==> src/rtl/mem_arb_pkg.sv <==
// Shared types and constants for the two-port memory arbiter.
// Holds the FSM state encoding, requester count and address range helper.
// No timing or flow control of its own.
package mem_arb_pkg;

    localparam int NUM_REQ = 2;
    localparam int ADDR_W  = 32;

    typedef enum logic [1:0] {
        IDLE    = 2'd0,
        ACCESS  = 2'd1,
        RESPOND = 2'd2
    } arb_state_t;

    typedef struct packed {
        logic              we;
        logic [ADDR_W-1:0] addr;
    } mem_cmd_t;

    function automatic logic addr_in_range(input logic [ADDR_W-1:0] addr,
                                           input int unsigned size);
        return addr < size;
    endfunction

endpackage

==> src/rtl/mem_arb_rr.sv <==
// Two-way round-robin grant selection with a registered priority pointer.
// Grant is combinational from req; pointer moves on the edge when advance is high.
// No backpressure: the caller decides when a grant is taken via advance.
module mem_arb_rr
    import mem_arb_pkg::*;
(
    input  logic               clk,
    input  logic               reset,
    input  logic [NUM_REQ-1:0] req,
    input  logic               advance,
    output logic               gnt_vld,
    output logic               gnt_idx
);

    logic ptr_q;

    // Under contention the pointer decides; a lone requester always wins.
    always_comb begin
        gnt_vld = |req;
        if (&req) begin
            gnt_idx = ptr_q;
        end else begin
            gnt_idx = req[1];
        end
    end

    always_ff @(posedge clk or negedge reset) begin
        if (!reset) begin
            ptr_q <= 1'b0;
        end else if (advance && gnt_vld) begin
            ptr_q <= ~gnt_idx;
        end
    end

endmodule

==> src/rtl/mem_arbiter.sv <==
// Arbitrates two requesters onto a single-port memory, one access at a time.
// Request sampled in IDLE -> ack two cycles later; grants spaced three cycles apart.
// Requesters hold req until ack; the memory is assumed always ready.
module mem_arbiter
    import mem_arb_pkg::*;
#(
    parameter int SIZE   = 32,
    parameter int DATA_W = 32
) (
    input  logic              clk,
    input  logic              reset,
    input  logic              req0,
    input  logic              req1,
    input  logic              we0,
    input  logic              we1,
    input  logic [ADDR_W-1:0] addr0,
    input  logic [ADDR_W-1:0] addr1,
    input  logic [DATA_W-1:0] wdata0,
    input  logic [DATA_W-1:0] wdata1,
    output logic              ack0,
    output logic              ack1,
    output logic              err0,
    output logic              err1,
    output logic [DATA_W-1:0] rdata0,
    output logic [DATA_W-1:0] rdata1,
    output logic [ADDR_W-1:0] mem_address,
    output logic [DATA_W-1:0] mem_data,
    output logic              mem_memW,
    output logic              mem_memR,
    input  logic [DATA_W-1:0] mem_readData
);

    arb_state_t        state_q;
    logic              gnt_vld;
    logic              gnt_idx;
    mem_cmd_t          gnt_cmd;
    logic [DATA_W-1:0] gnt_wdata;
    logic              gnt_in_range;

    logic              sel_q;
    logic              we_q;
    logic              oor_q;
    logic [DATA_W-1:0] rdata_nxt;

    mem_arb_rr u_rr (
        .clk     (clk),
        .reset   (reset),
        .req     ({req1, req0}),
        .advance (state_q == IDLE),
        .gnt_vld (gnt_vld),
        .gnt_idx (gnt_idx)
    );

    always_comb begin
        gnt_cmd      = gnt_idx ? {we1, addr1} : {we0, addr0};
        gnt_wdata    = gnt_idx ? wdata1 : wdata0;
        gnt_in_range = addr_in_range(gnt_cmd.addr, SIZE);
        rdata_nxt    = oor_q ? '0 : mem_readData;
    end

    // Memory strobes are registers on the async reset, so they fall the moment reset asserts.
    always_ff @(posedge clk or negedge reset) begin
        if (!reset) begin
            state_q     <= IDLE;
            sel_q       <= 1'b0;
            we_q        <= 1'b0;
            oor_q       <= 1'b0;
            ack0        <= 1'b0;
            ack1        <= 1'b0;
            err0        <= 1'b0;
            err1        <= 1'b0;
            rdata0      <= '0;
            rdata1      <= '0;
            mem_address <= '0;
            mem_data    <= '0;
            mem_memW    <= 1'b0;
            mem_memR    <= 1'b0;
        end else begin
            case (state_q)
                IDLE: begin
                    if (gnt_vld) begin
                        sel_q   <= gnt_idx;
                        we_q    <= gnt_cmd.we;
                        oor_q   <= ~gnt_in_range;
                        if (gnt_in_range) begin
                            mem_address <= gnt_cmd.addr;
                            mem_data    <= gnt_wdata;
                            mem_memW    <= gnt_cmd.we;
                            mem_memR    <= ~gnt_cmd.we;
                        end
                        state_q <= ACCESS;
                    end
                end
                ACCESS: begin
                    mem_address <= '0;
                    mem_data    <= '0;
                    mem_memW    <= 1'b0;
                    mem_memR    <= 1'b0;
                    // Writes leave rdata alone unless the address was bad.
                    if (oor_q || !we_q) begin
                        if (sel_q) begin
                            rdata1 <= rdata_nxt;
                        end else begin
                            rdata0 <= rdata_nxt;
                        end
                    end
                    ack0    <= ~sel_q;
                    ack1    <= sel_q;
                    err0    <= ~sel_q & oor_q;
                    err1    <= sel_q & oor_q;
                    state_q <= RESPOND;
                end
                RESPOND: begin
                    ack0    <= 1'b0;
                    ack1    <= 1'b0;
                    err0    <= 1'b0;
                    err1    <= 1'b0;
                    state_q <= IDLE;
                end
                default: begin
                    state_q <= IDLE;
                end
            endcase
        end
    end

endmodule

==> config.mk <==
export PLATFORM = sky130hd
export DESIGN_NAME = mem_arbiter
export DESIGN_NICKNAME = d
export VERILOG_FILES = /design/src/rtl/mem_arb_pkg.sv /design/src/rtl/mem_arb_rr.sv /design/src/rtl/mem_arbiter.sv
export SDC_FILE = /design/constraint.sdc
export NUM_CORES = 1
export LEC_CHECK = 0
export BUFFER_PORTS_ARGS = -buffer_cell sky130_fd_sc_hd__clkbuf_2
export CAP_MARGIN = 30
export CORE_AREA = 2 2 117 119
export CTS_CLUSTER_SIZE = 14
export DETAILED_ROUTE_END_ITERATION = 10
export DIE_AREA = 0 0 119 121
export PLACE_DENSITY = 0.85
export SLEW_MARGIN = 20
export SYNTH_ARGS = -nofsm -noshare
export SYNTH_HDL_FRONTEND = slang
export SYNTH_HIERARCHICAL = 1
export SYNTH_SLANG_ARGS = --single-unit
==> constraint.sdc <==
create_clock -name clk -period 3.63 [get_ports clk]
set_clock_uncertainty 0.15 [all_clocks]
set_input_delay 0.1815 -clock clk [delete_from_list [all_inputs] [get_ports clk]]
set_output_delay 0.1815 -clock clk [all_outputs]
set_load 0.01 [all_outputs]
==> impl_metrics.py <==
metrics = {
    "placed_design": {
        "dp_hpwl_um": 12390,
        "globalplace.congestion": 0.7615,
        "portBuffers": 299,
    },
    "floorplanning": {
        "die_h_um": 121,
        "ioPinCount": 300,
        "core_sq_um": 13090,
        "die_area_sq_um": 14400,
        "std_cell_rows": 42,
        "start_util": 0.4514,
        "dieWidth_um": 119,
    },
    "worst_setup_path": {
        "slowest_stage": "or2_2",
        "path_cells": "dlygate4sd3_1 -> clkbuf_2 -> a21boi_4 -> or4b_1 -> o22ai_1 -> o2111ai_4 -> or2_2 -> buf_16 -> o31ai_1",
        "regToRegSetupSlack_ns": 0.44,
        "cp-end-kind": "flop",
        "cp-start-kind": "input port",
        "arrival_ns": 3.40,
        "crit_path_max_incr_delay_ns": 0.59,
        "r2r_start": "u_rr/ptr_q$_DFFE_PN0P_",
        "cp_max_fo": 35,
        "critPathBufInv": 3,
        "cp_top_family": "compound AO/OA/AOI/OAI gates",
        "critPathLaunch": "req1",
        "critPathKind": "in2reg",
        "worstPathRequired_ns": 3.78,
    },
    "route": {
        "wire_per_inst_um": 18.41,
        "drc": 0,
        "drt_iter0_drc": 545,
        "wirelength_um": 20770,
        "drt_first_pass_iters": 5,
        "final_antenna_net_count": 0,
        "via_count": 6136,
        "via_per_inst": 5.440,
    },
    "logic_synthesis": {
        "synth_ff_type": "dfrtp_1",
        "synth_edf_count": 0,
        "yosysSeqAreaShare": 0.5931,
        "syn_inst": 552,
        "syn_avg_cell_area_sq_um": 10.70,
        "mappedNetlistArea_sq_um": 5907,
        "yosysWarnings": 6,
        "synthArstFlopShare": 1.000,
        "synth_fp_nets": 721,
        "synth_cell_types": 32,
        "ys_seq_elements": 140,
    },
    "clock_network": {
        "cts_buffers": 17,
        "postCtsSetupRepairBufs": 0,
        "cts_tree": "built",
        "cts_root_buf": "clkbuf_16",
        "clk_path_buf_depth": 2,
        "clock_latency_ns": 0.41,
        "path_clk_slew_ns": 0.06,
        "htree_levels": 4,
        "cts.sink_count": 140,
    },
    "status": {
        "outcome": "completed",
    },
    "finish": {
        "nets": 1108,
        "synthToLayoutAreaGrowth_pct": 56.73,
        "drive_gt1_frac": 0.3697,
        "fillers": 862,
        "utilization": 0.7075,
        "antennaDiodeCount": 0,
    },
    "sta": {
        "worst_slew_margin_rel": 0.5099,
        "hold_viol_final": 0,
        "fmax_mhz": 307.6,
        "rsz0062_at_grt": "no",
        "slew_viol_final": 0,
        "final-setup-viol-count": 0,
        "min_period_ns": 3.251,
        "finalCritPeriodShare": 0.8955,
        "worst-slew-pin-transition_ns": 0.7351,
        "fin_tns_setup_ns": 0,
    },
    "power_and_ir_drop": {
        "power.density_nw_per_um2": 491.4,
        "p_leak_nw": 4.800,
        "finalPower_w": 0.004549,
        "vdd_drop_max_mv": 0.3185,
    },
    "worst_hold_path": {
        "min_path_type": "in2reg",
        "hp-start": "wdata1[11]",
    },
    "flow_run": {
        "drv_cap": 0,
    },
    "global_route": {
        "grt_pass1_wl_um": 32710,
        "grtUsageTotal": 0.2922,
        "first_global_vias": 6282,
        "grt_max_degree": 104,
        "antenna_found_initial": 0,
        "gr-total-overflow": 0,
    },
}
report_power, final:
group          internal [W]  switching, W  total, W
clock network       0.00110      0.000665   0.00177
logic              0.000417      0.000675   0.00109
registers           0.00164     0.0000510   0.00169
what timing repair did:
action | 4_1_cts | 5_1_grt
hold buffers | 102 | 0
endpoints found under the setup margin | 0 | 0
gates resized for setup | 0 | 0
hold endpoints to repair | 200 | 0
placed cells by master (no fill, tap or decap), types with 2 or more instances in the layout:
master,synthesis,routed
mux2i_1,38,38
clkinv_2,0,4
ha_1,3,2
a21oi_1,2,2
nor3_1,2,2
o32ai_1,2,2
clkinvlp_4,0,2
nand4_1,2,2
buf_4,0,10
mux2_2,2,2
nand2_1,102,101
o31ai_1,39,39
nor2_1,5,5
nor4_1,8,8
clkbuf_16,0,17
o211ai_1,40,40
clkinv_4,0,3
clkbuf_2,0,298
bufinv_16,0,3
inv_6,0,2
nor4b_1,2,2
dfrtp_1,140,140
and3_1,27,27
inv_1,11,11
dlygate4sd3_1,0,102
buf_16,0,3
o21ai_0,68,68
metrics by stage:
step           area [sq um]  hold WS (ns)  instances  worst slack [ns]
2_1_floorplan          5907       -0.2641        552             1.231
4_1_cts                9230      0.002538       1127            0.5562
5_1_grt                9258      0.004663       1128            0.2628
6_report               9258       0.01611       1128            0.3794
3_5_place_dp           7601        0.2138        993            0.5588
3_3_place_gp           7531        0.2074        990            0.6083
worst reg2reg max path: stages (launching register included):
cell and delay (ns):
dfrtp_1 0.37, inv_1 0.08, a21boi_4 0.37, or4b_1 0.49, o22ai_1 0.29, o2111ai_4 0.15
or2_2 0.59, buf_16 0.29, o31ai_1 0.30
worst paths after layout:
kind,end,depth (start not counted)
max,mem_data[21]$_DFFE_PN0P_,9
min,mem_data[11]$_DFFE_PN0P_,3
max reg2reg,mem_data[21]$_DFFE_PN0P_,8
min reg2reg,rdata1[30]$_DFFE_PN0P_,2
max in group asynchronous,mem_data[3]$_DFFE_PN0P_,4
min in group asynchronous,rdata0[21]$_DFFE_PN0P_,2
registers in the layout, summed over array words and instances (netlist names):
| register | count |
|---|---|
| ack0 | 1 |
| ack1 | 1 |
| err0 | 1 |
| err1 | 1 |
| mem_address | 32 |
| mem_data | 32 |
| mem_memR | 1 |
| mem_memW | 1 |
| oor_q | 1 |
| rdata0 | 32 |
| rdata1 | 32 |
| sel_q | 1 |
| state_q | 2 |
| u_rr/ptr_q | 1 |
| we_q | 1 |
routing by layer:
metal / global-route usage / up-vias / routed length [um]
li1: - / 2759 / -
met5: 0 / - / 0
met3: 0.08553 / 69 / 1929
met4: 0.1317 / 0 / 663
met2: 0.4892 / 429 / 10310
met1: 0.3501 / 2879 / 7867
Yosys cell counts, types with 2 or more instances:
master    instances  area share
ha_1              3      0.0064
nor2_1            5      0.0032
nor3_1            2      0.0017
or2_1             2      0.0021
o31ai_1          39       0.050
inv_1            11      0.0070
nand2_1         102       0.065
o211ai_1         40       0.051
nor4_1            8      0.0085
mux2i_1          38       0.064
nor4b_1           2      0.0030
a21oi_1           2      0.0017
mux2_2            2      0.0038
o21ai_0          68       0.058
buf_6             4      0.0076
nand4_1           2      0.0021
clkbuf_1         41       0.026
and3_1           27       0.029
o32ai_1           2      0.0030
dfrtp_1         140        0.59
logic make-up after synthesis:
| group | Yosys count | share of synthesized area |
|---|---|---|
| and+or+nand+nor | 153 | 0.1182 |
| adders and majority gates | 3 | 0.006355 |
| AOI/OAI and AO/OA | 158 | 0.1720 |
| buffers and inverters | 58 | 0.04215 |
| muxes | 40 | 0.06820 |
| DFF | 140 | 0.5931 |
cell type report:
type                            count  area [sq um]  area share
Tap cell                          176         220.2     0.02379
Inverter                           11         41.29    0.004460
Multi-Input combinational cell    354          2188      0.2364
Sequential cell                   140          3503      0.3784
Clock buffer                       18         439.2     0.04744
Clock inverter                     14         168.9     0.01825
Timing Repair Buffer              415          2696      0.2913
No activity file was read; power rests on OpenSTA's default activity.
